<file path="config.mk">
export PLATFORM = sky130hd
export DESIGN_NAME = viterbi_decoder
export DESIGN_NICKNAME = d
export VERILOG_FILES = /design/src/rtl/viterbi_decoder.sv
export SDC_FILE = /design/constraint.sdc
export NUM_CORES = 1
export LEC_CHECK = 0
export BUFFER_PORTS_ARGS = -buffer_cell sky130_fd_sc_hd__buf_2
export CORE_ASPECT_RATIO = 0.6
export CORE_MARGIN = 2
export CORE_UTILIZATION = 35
export CTS_CLUSTER_SIZE = 40
export DETAILED_ROUTE_END_ITERATION = 10
export GPL_TIMING_DRIVEN = 0
export PLACE_DENSITY_LB_ADDON = 0.2
export RECOVER_POWER = 50
export SLEW_MARGIN = 20
export SYNTH_ARGS = -nofsm -noshare
export SYNTH_HDL_FRONTEND = slang
export SYNTH_SLANG_ARGS = --single-unit
</file>
<file path="constraint.sdc">
create_clock -name clk -period 8.5 [get_ports clk]
set_input_delay 0.425 -clock clk [delete_from_list [all_inputs] [get_ports clk]]
set_output_delay 0.425 -clock clk [all_outputs]
set_load 0.05 [all_outputs]
</file>
<file path="src/rtl/viterbi_decoder.sv">
// viterbi_decoder
//   Hard-decision Viterbi decoder for the rate 1/2, K=3 convolutional code
//   G0=111, G1=101. Register-exchange survivors (16 bits per state) give a
//   fixed decision depth of 15 symbols.
//
//   Trellis state is {s1,s2}; input u moves {s1,s2} -> {u,s1}. The two
//   predecessors of state j are {j[0],0} and {j[0],1}; the branch input is j[1].
//
// Ports
//   clk        rising-edge clock
//   rst        synchronous, active-high reset (priority over enable)
//   enable     d_in carries a valid code symbol this cycle
//   d_in[1:0]  received symbol, [1] = G0 bit, [0] = G1 bit
//   d_out      decoded bit, registered
//   valid_o    d_out updated this cycle, registered
//   err_cnt_o  (only with VITERBI_ERR_CNT_EN) saturating running sum of the
//              minimum per-symbol metric increment, i.e. estimated bit errors
//
// Build option
//   VITERBI_ERR_CNT_EN  adds err_cnt_o and its accumulator.

module viterbi_decoder (
  input  logic       clk,
  input  logic       rst,
  input  logic       enable,
  input  logic [1:0] d_in,
  output logic       d_out,
`ifdef VITERBI_ERR_CNT_EN
  output logic       valid_o,
  output logic [15:0] err_cnt_o
`else
  output logic       valid_o
`endif
);

  localparam logic [4:0] CNT_FULL = 5'd16;

  logic [3:0]  pm_q     [4];
  logic [15:0] surv_q   [4];
  logic [4:0]  cnt_q;

  logic [4:0]  cand     [4];
  logic [15:0] surv_new [4];
  logic [3:0]  pm_new   [4];
  logic [4:0]  min_c;
  logic [1:0]  best;

  // Encoder output for a branch leaving state p={s1,s2} with input u.
  function automatic logic [1:0] exp_sym(input logic [1:0] p, input logic u);
    return {u ^ p[1] ^ p[0], u ^ p[0]};
  endfunction

  function automatic logic [1:0] hamming(input logic [1:0] a, input logic [1:0] b);
    logic [1:0] x;
    x = a ^ b;
    return {1'b0, x[1]} + {1'b0, x[0]};
  endfunction

  for (genvar j = 0; j < 4; j++) begin : g_acs
    localparam logic [1:0] P0 = 2'((j % 2) * 2);
    localparam logic [1:0] P1 = 2'((j % 2) * 2 + 1);
    localparam logic       U  = 1'(j / 2);

    logic [4:0]  cand0, cand1;
    logic        sel;
    logic [15:0] surv_sel;

    assign cand0    = {1'b0, pm_q[P0]} + {3'b000, hamming(d_in, exp_sym(P0, U))};
    assign cand1    = {1'b0, pm_q[P1]} + {3'b000, hamming(d_in, exp_sym(P1, U))};
    // Strict compare: on a tie the lower-index predecessor P0 survives.
    assign sel      = (cand1 < cand0);
    assign cand[j]  = sel ? cand1 : cand0;
    assign surv_sel = sel ? surv_q[P1] : surv_q[P0];
    assign surv_new[j] = {surv_sel[14:0], U};
  end

  // Minimum metric and best state; strict compare keeps the lowest index.
  always_comb begin
    min_c = cand[0];
    best  = 2'd0;
    for (int i = 1; i < 4; i++) begin
      if (cand[i] < min_c) begin
        min_c = cand[i];
        best  = 2'(i);
      end
    end
  end

  // Renormalised metrics: the spread of a K=3 hard-decision trellis stays
  // well below 16, so the difference always fits in 4 bits.
  always_comb begin
    for (int i = 0; i < 4; i++) begin
      pm_new[i] = 4'(cand[i] - min_c);
    end
  end

  always_ff @(posedge clk) begin
    if (rst) begin
      for (int i = 0; i < 4; i++) begin
        pm_q[i]   <= (i == 0) ? 4'd0 : 4'd4;
        surv_q[i] <= 16'd0;
      end
      cnt_q   <= 5'd0;
      d_out   <= 1'b0;
      valid_o <= 1'b0;
    end else begin
      valid_o <= 1'b0;
      if (enable) begin
        for (int i = 0; i < 4; i++) begin
          pm_q[i]   <= pm_new[i];
          surv_q[i] <= surv_new[i];
        end
        if (cnt_q != CNT_FULL) cnt_q <= cnt_q + 5'd1;
        // This symbol is number cnt_q+1; output starts at the 16th.
        valid_o <= (cnt_q >= 5'd15);
        d_out   <= surv_new[best][15];
      end
    end
  end

`ifdef VITERBI_ERR_CNT_EN
  // Metrics were renormalised to a minimum of 0 last cycle (and reset to a
  // minimum of 0), so the smallest new candidate is the minimum increment.
  logic [16:0] err_sum;
  assign err_sum = {1'b0, err_cnt_o} + {12'd0, min_c};

  always_ff @(posedge clk) begin
    if (rst) begin
      err_cnt_o <= 16'd0;
    end else if (enable) begin
      err_cnt_o <= err_sum[16] ? 16'hFFFF : err_sum[15:0];
    end
  end
`endif

endmodule

</file>
==> results.yml <==
outcome:
  run_status: "finished, violations left"
  violations: "max-capacitance violations, max-slew violations"
drt:
  drt_pass1_iterations: 7
  drtIter0Drc: 501
  wirelength_um: 16600
  post-route-drc-count: 0
  ant_nets: 0
  post_drt_wl_per_cell_um: 17.4
  vias: 5086
  vias_per_cell: 5.33
synth:
  yosysSeqAreaShare_pct: 37.0
  synth_async_sr_flop_share_pct: 0
  synth_compound_area_share_pct: 16.7
  synth_area_um2: 6190
  yosysWarnings: 0
  synth_nets: 724
  synth.mux.area_fraction_pct: 8.45
  synth_area_leader_cell: "edfxtp_1"
  synth-simple-area-share_pct: 16.8
  synth_top_family_by_area: "simple AND/OR/NAND/NOR gates"
  ys.flop_type: "edfxtp_1"
  avgSynthCellArea_um2: 9.25
  synthXorXnorAreaFrac_pct: 5.80
  synth-edff-count: 71
  synth_top_area_share_pct: 34.5
  synth_area_leaders: "edfxtp_1 34%, ha_1 10%, mux2i_1 6.8%"
  synth_cell_types: 69
  synthCells: 669
  ys_seq_elements: 79
  synth_fa_ha_area_share_pct: 10.8
layout:
  fill_cells: 1669
  seq_area_um2: 2290
  final_nets: 770
  drive_gt1_share_pct: 17.2
  fin_util_pct: 42.5
  num_antenna_cells: 0
  multiInputGateArea_um2: 3890
  area_growth_pct: 18.3
clock_tree:
  clkSinkCount: 79
  htreeDepth: 3
  cts_root_buf: "clkbuf_16"
  clock_path_buffers: 2
  cts_tree: "yes"
  clk_latency_ns: 0.34
  clk_pin_slew_worst_paths_ns: 0.06
  cts-buffers-inserted: 9
worst_setup_path:
  cpMaxStageDelayCell: "maj3_1"
  startpoint_type: "primary input"
  worst_setup_path_end_kind: "flip-flop"
  cp_max_fo: 6
  path_class: "in -> reg"
  required_ns: 8.58
  cpPeakStageDelay_ns: 0.37
  crit_path_frequent_cell: "ha_1"
  arrival_ns: 8.26
timing:
  period_share_pct: 96.2
  hold_violations: 0
  slew_headroom_pct: -89.4
  grt_setup_unrepaired: "yes"
  fin_crit_ns: 8.18
  setup_violations: 0
  tightestPinTransition_ns: 2.84
  drv_slew: 74
  setup_ws_ns: 0.319
  skew_ns: 0.0114
  fin_tns_setup_ns: 0
  max_freq_mhz: 122
global_routing:
  grt_antenna_before_repair: 0
  gr-total-overflow: 0
  first_global_vias: 4774
  grt_first_pass_wirelength_um: 26500
  grtUsageTotal_pct: 18.3
  grt_max_degree: 41
hold_path:
  holdCritPathClass: "in -> reg"
floorplanning:
  num_rows: 37
  core-area_um2: 17200
  die_h_um: 107
  dieWidth_um: 176
  start_util_pct: 35.9
  ios: 7
  die_area_um2: 18800
placed_design:
  gp_congestion: 0.892
  io_buffers: 5
  dpl.hpwl_um: 12200
  place_ws_ns: -1.84
job:
  cap_viol_max_count: 2
## what timing repair did
| action | in CTS | in global routing |
|---|---|---|
| pin swaps | 10 | 8 |
| setup endpoints to repair | 17 | 17 |
| hold buffers | 0 | 0 |
| setup buffers | 15 | 14 |
| gates resized for setup | 27 | 31 |
## cell type report
cell class / instances / area share [%]
multi-input combinational: 527 / 53.1
sequential: 79 / 31.3
tap: 234 / 4.00
timing repair buffer: 35 / 3.55
clock buffer: 9 / 3.08
buffer: 28 / 2.10
inverter: 35 / 1.79
clock inverter: 7 / 1.06
## per-layer routing
layer,vias up,global-route usage (%),part of all wire [%]
li1,2489,-,-
met1,2445,29.1,55
met2,141,24.4,38
met3,11,4.86,6.8
met4,0,3.36,0.71
met5,-,0,0
## kinds of logic after synthesis
logic type / after synthesis
buffers and inverters: 63
XOR/XNOR: 41
multiplexers: 50
flip-flops: 79
AO/OA/AOI/OAI: 148
adder cells (fa/ha/maj): 54
AND/OR/NAND/NOR: 234
## placed cells by master, fill, tap and decap left out, types with 19 or more instances in the layout
| master | n |
|---|---|
| ha_1 | 37 |
| buf_4 | 29 |
| inv_1 | 32 |
| xnor2_1 | 20 |
| clkbuf_1 | 19 |
| xor2_1 | 20 |
| nand2_1 | 101 |
| nor2_1 | 66 |
| edfxtp_1 | 71 |
| o21ai_0 | 19 |
| mux2i_1 | 38 |
| a21oi_1 | 46 |
## critical path: cells and delay by family
family	cells	cell delay, ns
buffers and inverters	8	1.05
AOI/OAI and AO/OA	13	2.27
and+or+nand+nor	6	0.78
muxes	4	0.93
adders and majority gates	9	2.62
xor gates and xnor gates	1	0.17
## flip-flops by register name, indices dropped and copies added, names as in the netlist
signal / flops
pm_q: 16
valid_o: 1
surv_q: 56
d_out: 1
cnt_q: 5
## stage by stage
step	hold slack [ns]	cell area [um2]	instances
after CTS	0.403	7080	940
after global routing	0.425	7320	954
final	0.411	7320	954
after global placement	0.476	6510	908
after detailed placement	0.479	6530	909
after floorplan	0.458	6190	669
## Yosys cell counts, types with 5 or more instances
master,n
inv_1,33
nand2_1,101
a21oi_1,50
buf_2,5
nor4_1,5
o211ai_1,5
xor2_1,20
edfxtp_1,71
nor2_1,66
o21ai_0,26
xnor2_1,21
and2_1,6
nor3_1,7
a21o_1,6
nor2b_1,12
clkbuf_1,16
dfxtp_1,8
and3_1,7
mux2i_1,42
nand3_1,7
a211oi_1,6
nand2b_1,6
ha_1,50
## final timing paths
kind                            startpoint  slack, ns           end  depth (start not counted)
worst min-delay path                enable       0.41  surv_q[2][0]                          3
worst min register to register       d_out       0.50         d_out                          2
worst max register to register  pm_q[0][1]       0.49    pm_q[3][3]                         39
worst max-delay path               d_in[1]       0.32    pm_q[3][3]                         41
Power is not shown: default switching activity piles up to over one toggle a cycle in this logic, so the estimate is an artifact.
